==> config.mk <==
export PLATFORM = sky130hd
export DESIGN_NAME = ahb_rom_rd_master
export DESIGN_NICKNAME = d
export VERILOG_FILES = /design/src/rtl/ahb_rom_rd_master.sv
export SDC_FILE = /design/constraint.sdc
export NUM_CORES = 1
export LEC_CHECK = 0
export ABC_CLOCK_PERIOD_IN_PS = 8200
export BUFFER_PORTS_ARGS = -buffer_cell sky130_fd_sc_hd__clkbuf_2
export CAP_MARGIN = 20
export CORE_MARGIN = 2
export CORE_UTILIZATION = 60
export CTS_BUF_LIST = sky130_fd_sc_hd__clkbuf_4 sky130_fd_sc_hd__clkbuf_8
export CTS_CLUSTER_SIZE = 12
export DETAILED_ROUTE_END_ITERATION = 12
export PLACE_DENSITY = 0.9
export SLEW_MARGIN = 20
export SYNTH_ARGS = -nofsm -noshare
export SYNTH_HDL_FRONTEND = slang
export SYNTH_SLANG_ARGS = --single-unit
==> constraint.sdc <==
create_clock -name HCLK -period 8.2 [get_ports HCLK]
set_input_delay 0.41 -clock HCLK [delete_from_list [all_inputs] [get_ports HCLK]]
set_output_delay 0.41 -clock HCLK [all_outputs]
set_load 0.005 [all_outputs]
==> src/rtl/ahb_rom_rd_master.sv <==
`default_nettype none
// ============================================================================
// ahb_rom_rd_master : AHB-Lite pipelined burst reader from the boot ROM into a
// 2-word valid/ready stream buffer. Optional checksum: `ROM_RD_CHECKSUM_EN.
// Revision 1.0
// ============================================================================
module ahb_rom_rd_master #(
  parameter int FIFO_DEPTH = 2
) (
  input  logic        HCLK,
  input  logic        HRESETn,
  input  logic        start,
  input  logic [12:0] base_addr,
  input  logic [11:0] len,
  output logic        busy,
  output logic        done,
  output logic        err,
  output logic        HSEL,
  output logic [1:0]  HTRANS,
  output logic        HWRITE,
  output logic [12:0] HADDR,
  input  logic        HREADY,
  input  logic [31:0] HRDATA,
  output logic        m_valid,
  output logic [31:0] m_data,
  input  logic        m_ready,
  output logic [31:0] checksum
);

  typedef enum logic [1:0] {
    S_IDLE  = 2'd0,
    S_RUN   = 2'd1,
    S_DRAIN = 2'd2,
    S_DONE  = 2'd3
  } state_t;

  localparam logic [1:0] TR_IDLE   = 2'b00;
  localparam logic [1:0] TR_NONSEQ = 2'b10;
  localparam logic [1:0] TR_SEQ    = 2'b11;

  state_t      state, state_nxt;
  logic [10:0] addr;
  logic [11:0] issue_cnt, recv_cnt;
  logic        inflight, hold, prev_addr_done, rej_q;
  logic [1:0]  trans, trans_q;
  logic        accept, reject;
  logic        pop, push, addr_done, issue_ok;
  logic [12:0] end_word;
  logic [2:0]  occ;

  logic [31:0] buf_mem [FIFO_DEPTH];
  logic        wr_ptr, rd_ptr;
  logic [1:0]  entries;

  logic        unused_bits;
  assign unused_bits = ^base_addr[1:0];

  assign pop       = m_valid & m_ready;
  assign push      = inflight & HREADY;
  assign addr_done = trans[1] & HREADY;
  assign end_word  = {2'b00, base_addr[12:2]} + {1'b0, len};
  // Words already committed (buffered or in a data phase) after this cycle's pop.
  assign occ       = {1'b0, entries} + {2'b00, inflight} - {2'b00, pop};
  assign issue_ok  = (state == S_RUN) && (issue_cnt != 12'd0) && (occ < 3'(FIFO_DEPTH));

  always_ff @(posedge HCLK) begin
    if (!HRESETn) state <= S_IDLE;
    else          state <= state_nxt;
  end

  always_comb begin
    state_nxt = state;
    accept    = 1'b0;
    reject    = 1'b0;
    busy      = 1'b0;
    done      = 1'b0;
    trans     = TR_IDLE;
    // A stalled address phase must be presented unchanged until the slave takes it.
    if (hold)
      trans = trans_q;
    else if (issue_ok)
      trans = prev_addr_done ? TR_SEQ : TR_NONSEQ;
    case (state)
      S_IDLE: begin
        if (start) begin
          if (len == 12'd0) begin
            state_nxt = S_DONE;
          end else if (end_word > 13'd2048) begin
            state_nxt = S_DONE;
            reject    = 1'b1;
          end else begin
            state_nxt = S_RUN;
            accept    = 1'b1;
          end
        end
      end
      S_RUN: begin
        busy = 1'b1;
        if (addr_done && (issue_cnt == 12'd1))
          state_nxt = S_DRAIN;
      end
      S_DRAIN: begin
        busy = 1'b1;
        if ((recv_cnt == 12'd0) || (push && (recv_cnt == 12'd1)))
          state_nxt = S_DONE;
      end
      S_DONE: begin
        done      = 1'b1;
        state_nxt = S_IDLE;
      end
      default: state_nxt = S_IDLE;
    endcase
  end

  always_ff @(posedge HCLK) begin
    if (!HRESETn) begin
      addr           <= '0;
      issue_cnt      <= '0;
      recv_cnt       <= '0;
      inflight       <= 1'b0;
      hold           <= 1'b0;
      prev_addr_done <= 1'b0;
      trans_q        <= TR_IDLE;
      rej_q          <= 1'b0;
    end else begin
      trans_q        <= trans;
      hold           <= trans[1] & ~HREADY;
      prev_addr_done <= addr_done;
      if (HREADY)
        inflight <= trans[1];
      if ((state == S_IDLE) && start)
        rej_q <= reject;
      if (accept) begin
        addr      <= base_addr[12:2];
        issue_cnt <= len;
        recv_cnt  <= len;
      end else begin
        if (addr_done) begin
          addr      <= addr + 11'd1;
          issue_cnt <= issue_cnt - 12'd1;
        end
        if (push)
          recv_cnt <= recv_cnt - 12'd1;
      end
    end
  end

  always_ff @(posedge HCLK) begin
    if (!HRESETn) begin
      for (int i = 0; i < FIFO_DEPTH; i++)
        buf_mem[i] <= '0;
      wr_ptr  <= 1'b0;
      rd_ptr  <= 1'b0;
      entries <= '0;
    end else begin
      if (push) begin
        buf_mem[wr_ptr] <= HRDATA;
        wr_ptr          <= ~wr_ptr;
      end
      if (pop)
        rd_ptr <= ~rd_ptr;
      entries <= entries + {1'b0, push} - {1'b0, pop};
    end
  end

  assign m_valid = (entries != 2'd0);
  assign m_data  = buf_mem[rd_ptr];
  assign err     = done & rej_q;
  assign HTRANS  = trans;
  assign HSEL    = trans[1];
  assign HWRITE  = 1'b0;
  assign HADDR   = {addr, 2'b00};

`ifdef ROM_RD_CHECKSUM_EN
  logic [31:0] sum;
  always_ff @(posedge HCLK) begin
    if (!HRESETn)  sum <= '0;
    else if (accept) sum <= '0;
    else if (pop)    sum <= sum + m_data;
  end
  assign checksum = sum;
`else
  assign checksum = 32'd0;
`endif

endmodule
`default_nettype wire

==> results of run 1 <==
==> layer usage <==
metal / wire (um) / global-route usage
met2: 6640 / 0.392
met1: 5540 / 0.304
met3: 780 / 0.0432
met4: 314 / 0.0742
met5: 0 / 0
==> synth_stat cells (2+ instances only) <==
master	number
a21boi_0	2
a21o_1	5
a21oi_1	9
a31oi_1	3
and2_1	72
and3_1	4
buf_1	3
buf_2	3
buf_4	36
buf_6	4
clkbuf_1	15
clkbuf_2	2
dfxtp_1	48
edfxtp_1	64
fa_1	2
ha_1	24
inv_1	14
mux2_2	32
mux2i_1	25
nand2_1	51
nand2b_1	5
nand3_1	7
nand4_1	10
nor2_1	15
nor2b_1	4
nor3_1	6
nor4_1	9
nor4_4	2
o211ai_1	5
o21a_1	4
o21ai_0	14
o21ai_1	2
o311a_1	11
o31ai_1	3
or3_1	2
or4_1	3
xnor2_1	15
xor2_1	26
==> cells by family (layout without fill, tap and decap cells) <==
family | after synthesis | in the layout | share of synthesized area
simple gates | 196 | 196 | 0.174
flops | 112 | 112 | 0.456
buf+inv | 78 | 144 | 0.0734
compound gates | 73 | 73 | 0.0890
mux | 57 | 57 | 0.0966
xor+xnor | 41 | 41 | 0.0568
fa+ha+maj | 26 | 26 | 0.0538
other cells | 1 | 35 | 0.000593
==> stage by stage <==
stage / power [W] / utilization
3_5_place_dp: 0.00137 / 0.661
5_1_grt: 0.00179 / 0.681
4_1_cts: 0.00168 / 0.680
6_report: 0.00169 / 0.681
2_1_floorplan: 0.00120 / -
3_3_place_gp: 0.00133 / 0.661
==> worst max-delay path: stages (launching register included) <==
cell	delay, ns
dfxtp_1	0.34
inv_1	0.12
nand2_1	0.08
and2_1	0.19
ha_1	0.32
nor2b_1	0.14
fa_1	0.43
nor2_1	0.11
nand3_1	0.09
a31oi_1	0.28
o21a_1	0.64
nand4_1	0.24
a221oi_1	0.59
nand3b_1	0.20
o211ai_1	0.10
==> area by class of cell <==
cell class,count,area share
Clock buffer,10,0.0188
Inverter,15,0.00805
Timing Repair Buffer,113,0.0828
Clock inverter,6,0.00823
Tap cell,136,0.0243
Multi-Input combinational cell,428,0.446
Sequential cell,112,0.412
==> worst max-delay path by stage <==
| stage | slack, ns | to | start | cells past startpoint |
|---|---|---|---|---|
| CTS | 4.23 | state[1]$_SDFFE_PN0P_ | entries[1]$_SDFF_PN0_ | 14 |
| floorplan | 4.91 | buf_mem[0][0]$_SDFFCE_PN0P_ | HREADY | 2 |
| finish | 4.20 | state[1]$_SDFFE_PN0P_ | entries[1]$_SDFF_PN0_ | 14 |
| global route | 3.84 | state[1]$_SDFFE_PN0P_ | entries[1]$_SDFF_PN0_ | 14 |
| global placement | 4.41 | state[1]$_SDFFE_PN0P_ | entries[1]$_SDFF_PN0_ | 14 |
| detailed placement | 4.28 | state[1]$_SDFFE_PN0P_ | entries[1]$_SDFF_PN0_ | 14 |
==> registers in the layout, summed over array words and instances (netlist names), 2 cells and up, named ones only <==
| name | flops |
|---|---|
| addr | 11 |
| buf_mem | 64 |
| entries | 2 |
| issue_cnt | 12 |
| recv_cnt | 12 |
| state | 2 |
| trans_q | 2 |
==> where the power goes <==
part	switching [W]	internal (W)
Sequential	0.0000645	0.000680
Combinational	0.000346	0.000275
Clock	0.000199	0.000123
==> run_results.csv, run 1 <==
group,metric,value,unit
outcome,outcome,"complete, no violations",
clock_tree,clkSinkCount,112,
timing,fin_worst_skew,0.0150,ns
critical_path,r2r_end,"state[1]$_SDFFE_PN0P_",
critical_path,r2r-start,"entries[1]$_SDFF_PN0_",
timing,slew_headroom,0.276,
global_route,antenna_found_initial,0,
timing,hold_viol,0,
global_route,grt_pass1_wl,21.2,mm
floorplanning,start_util,0.615,
timing,rsz0062_at_grt,"false",
yosys,synth_seq_area_share,0.456,
yosys,synth_area,6320,sq um
critical_path,path_class,"flop to flop",
min_path,hold_path.class,"input port to flop",
yosys,synth_top_area_share,0.304,
finish,final_area,7000,sq um
clock_tree,clk_latency,0.38,ns
floorplanning,die_h,107,um
route,wl_per_cell,16.2,um
critical_path,required,8.45,ns
global_route,grt_pass1_vias,4455,
clock_tree,cts_made_buffers,9,
yosys,synth-seq-cells,112,
min_path,hold_end,"hold$_SDFF_PN0_",
timing,fin_hold_ws,0.271,ns
placement,placedCellCount,803,
yosys,syn_inst,584,
yosys,ys_types,61,
route,vias_per_cell,5.67,
finish,antenna_cells,0,
finish,syn2layout_area_growth,10.6,%
timing,max_clock_freq,0.250,GHz
yosys,synthArstFlopShare,0,
route,drt-initial-drc-count,370,
placement,pre_cts_ws,4.28,ns
global_route,overflow,0,
clock_tree,cts_tree,"built",
yosys,ys.warnings.count,0,
critical_path,r2r_setup_slack,4.20,ns
clock_tree,cts-htree-levels,3,
route,vias,4646,
timing,period_minus_slack,4.00,ns
min_path,whs_path_depth,2,
placement,dp_hpwl,9.73,mm
yosys,synth-main-ff-cell,"edfxtp_1",
clock_tree,clkSlewWorstSetupHoldPaths,0.12,ns
timing,setup_viol,0,
finish,final_cells,820,
floorplanning,core-area,10300,sq um
finish,final_cell_mix,"108 x clkbuf_2, 72 x and2_1, 64 x edfxtp_1",
timing,setup_slack,4.20,ns
critical_path,reg2regPathDepth,14,
route,ant_nets,0,
critical_path,end_kind,"flop",
finish,layout_commonest_cell,"clkbuf_2",
timing,drv_slew,0,
yosys,synth_top_area_cell,"edfxtp_1",
critical_path,critPathArrivalTime,4.24,ns
placement,placed_area,6800,sq um
finish,drive_above_1_share,0.254,
clock_tree,max-clock-path-buffers,2,
critical_path,worstPathMaxFanout,18,
yosys,synth_area_leaders,"edfxtp_1 30%, dfxtp_1 15%, and2_1 7.1%",
placement,gp_congestion,0.896,
route,remaining_drc_errors,0,
finish,regArea,2880,sq um
run,maxCapViolations,0,
global_route,grt_start_max_net_pins,65,
floorplanning,die_area,11400,sq um
timing,setup-tns-final,0,ns
clock_tree,ctsResizeCount,0,
finish,nFillCells,758,
floorplanning,die_x,107,um
critical_path,start_kind,"flop",
placement,io_buffers,109,
route,drt-total-wl,13.3,mm
power_and_ir_drop,power_density,241,nW/um^2
clock_tree,clockRootBuffer,"clkbuf_8",
clock_tree,ctsHoldBuffers,0,
floorplanning,boundaryPins,147,
finish,multi_input_area,3120,sq um
power_and_ir_drop,power_leakage,3.03,nW
clock_tree,cts_setup_buffers,0,
global_route,grt_usage,0.233,
yosys,syn_area_per_cell,10.8,sq um
floorplanning,row_count,37,
yosys,synth_edf_count,64,
min_path,worstHoldStart,"HREADY",
finish,nets,767,
route,dr.pass1.iters,5,
power_and_ir_drop,ir_drop,0.140,mV
timing,tightest_slew,1.08,ns
timing,min_period_over_period,0.487,
Note: power is estimated with default switching activity, not from simulation.
==> inputs of run 2 (changes only) <==
Settings changed: ABC_CLOCK_PERIOD_IN_PS 8200 to 3350, CORE_UTILIZATION 60 to 51, PLACE_DENSITY 0.9 to 0.81.
Clock period 8.2 ns to 3.35 ns, I/O delays scaled along.
==> run 2 against run 1 <==
  * Sequential power up 140%
  * Worst setup slack lost 4.0 ns
  * Register-to-register slack got worse by 4.0 ns
  * Via count decreased by 1.7%
  * Non-clock buffer count up 11
  * Clock-buffer cell count is the same
  * Clock power is 130% higher
  * Total power increased by 150%
  * Sequential share of layout area fell by 0.84 points
  * Design area rose by 2.1%
  * Die area increased by 17%
  * Critical path type unchanged
  * Largest power group unchanged
==> run_results.csv, run 2 (synthesis results as in run 1) <==
group,metric,value,unit
floorplanning,die_h,115,um
finish,syn2layout_area_growth,13.0,%
critical_path,path_class,"flop to flop",
critical_path,crit_start,"entries[1]$_SDFF_PN0_",
route,vias_per_cell,5.29,
finish,biggestRegsByFlops,"buf_mem x64, issue_cnt x12, recv_cnt x12",
finish,top_register,"buf_mem",
timing,rsz0062_at_grt,"true",
power_and_ir_drop,ir_drop,0.363,mV
floorplanning,die_area,13300,sq um
global_route,grt_start_max_net_pins,64,
timing,drv_slew,0,
clock_tree,max-clock-path-buffers,2,
placement,io_buffers,109,
global_route,antenna_found_initial,0,
global_route,grt_usage,0.197,
timing,slew_headroom,0.605,
critical_path,required,3.66,ns
timing,setup-tns-final,0,ns
power_and_ir_drop,power_density,583,nW/um^2
critical_path,end_kind,"flop",
timing,period_minus_slack,3.16,ns
run,maxCapViolations,0,
timing,tightest_slew,0.592,ns
placement,placedCellCount,846,
finish,final_cell_mix,"109 x clkbuf_2, 72 x and2_1, 64 x edfxtp_1",
clock_tree,clkSinkCount,112,
finish,final_area,7140,sq um
min_path,worstHoldStart,"HREADY",
critical_path,reg2regPathDepth,15,
global_route,grt_pass1_wl,20.5,mm
route,ant_nets,0,
route,drt-initial-drc-count,349,
placement,dp_hpwl,9.62,mm
timing,min_period_over_period,0.943,
clock_tree,clk_latency,0.38,ns
finish,largest_reg_flops,64,
floorplanning,row_count,40,
timing,hold_viol,0,
clock_tree,cts_made_buffers,9,
floorplanning,die_x,115,um
clock_tree,clockRootBuffer,"clkbuf_8",
finish,antenna_cells,0,
route,wl_per_cell,15.1,um
critical_path,critPathArrivalTime,3.47,ns
clock_tree,ctsHoldBuffers,0,
clock_tree,cts_tree,"built",
finish,drive_above_1_share,0.272,
floorplanning,start_util,0.524,
critical_path,worstPathMaxFanout,4,
route,dr.pass1.iters,7,
critical_path,start_kind,"flop",
timing,fin_worst_skew,0.0107,ns
outcome,outcome,"complete, no violations",
critical_path,r2r-start,"entries[1]$_SDFF_PN0_",
min_path,hold_path.class,"input port to flop",
global_route,overflow,0,
floorplanning,boundaryPins,147,
route,drt-total-wl,13.1,mm
finish,final_cells,863,
clock_tree,cts-htree-levels,3,
finish,layout_commonest_cell,"clkbuf_2",
floorplanning,core-area,12100,sq um
clock_tree,clkSlewWorstSetupHoldPaths,0.10,ns
power_and_ir_drop,power_leakage,3.09,nW
power_and_ir_drop,p_total,0.00417,W
placement,placed_area,6940,sq um
route,remaining_drc_errors,0,
global_route,grt_pass1_vias,4318,
placement,gp_congestion,0.874,
timing,max_clock_freq,0.317,GHz
timing,setup_viol,0,
finish,nFillCells,993,
min_path,whs_path_depth,2,
timing,fin_hold_ws,0.0427,ns
finish,nets,778,
route,vias,4569,
-- run 2: cell types whose count changed in the layout (fill, tap and decap cells not counted), sizes merged --
cell,before,now
clkbuf,118,119
buf,5,15
inv,19,15
clkinvlp,0,1
clkinv,2,5
-- run 2: worst max-delay path, stage by stage, from the launching register on --
cell,delay (ns)
dfxtp_1,0.34
inv_2,0.08
nand2_1,0.06
and2_1,0.18
ha_1,0.31
nor2b_1,0.15
fa_1,0.44
nor2_1,0.13
nand3_1,0.12
a31oi_2,0.18
o21a_1,0.22
nand2_2,0.09
or4_4,0.43
xnor2_1,0.16
nand2_1,0.07
mux2i_1,0.15
-- run 2: timing repair --
action / in CTS / in global routing
gates resized for setup: 0 / 6
buffers inserted: 0 / 1
endpoints found under the setup margin: 0 / 8
-- run 2: cell type report --
type / count / area [sq um] / area share
clock buffers: 10 / 131 / 0.0184
clock inverters: 6 / 36.3 / 0.00508
inverters: 15 / 56.3 / 0.00788
multi-input cells: 428 / 3140 / 0.440
flip-flops and latches: 112 / 2880 / 0.404
well taps: 168 / 210 / 0.0294
repair buffers: 124 / 683 / 0.0956
-- run 2: worst paths after layout --
| path | endpoint | slack (ns) |
|---|---|---|
| max | issue_cnt[10]$_SDFFE_PN0P_ | 0.19 |
| min | hold$_SDFF_PN0_ | 0.04 |
| max reg2reg | issue_cnt[10]$_SDFFE_PN0P_ | 0.19 |
| min reg2reg | rej_q$_SDFFE_PN0P_ | 0.47 |
-- run 2: report_power, final --
part | internal, W | switching, W
Combinational | 0.000748 | 0.000880
Sequential | 0.00167 | 0.000151
Clock | 0.000276 | 0.000447
Total | 0.00269 | 0.00148
-- run 2: per-layer routing --
metal / track usage / wire (um) / vias to the layer above
met4: 0.0667 / 205 / 0
li1: - / - / 2207
met5: 0 / 0 / -
met2: 0.329 / 6330 / 163
met3: 0.0416 / 908 / 16
met1: 0.255 / 5630 / 2183
-- run 2: through the flow --
stage               setup WS [ns]  utilization
floorplan                   0.149            -
global placement            0.223        0.575
detailed placement         0.0244        0.575
CTS                       0.00697        0.589
global route              -0.0106        0.592
finish                      0.192        0.592
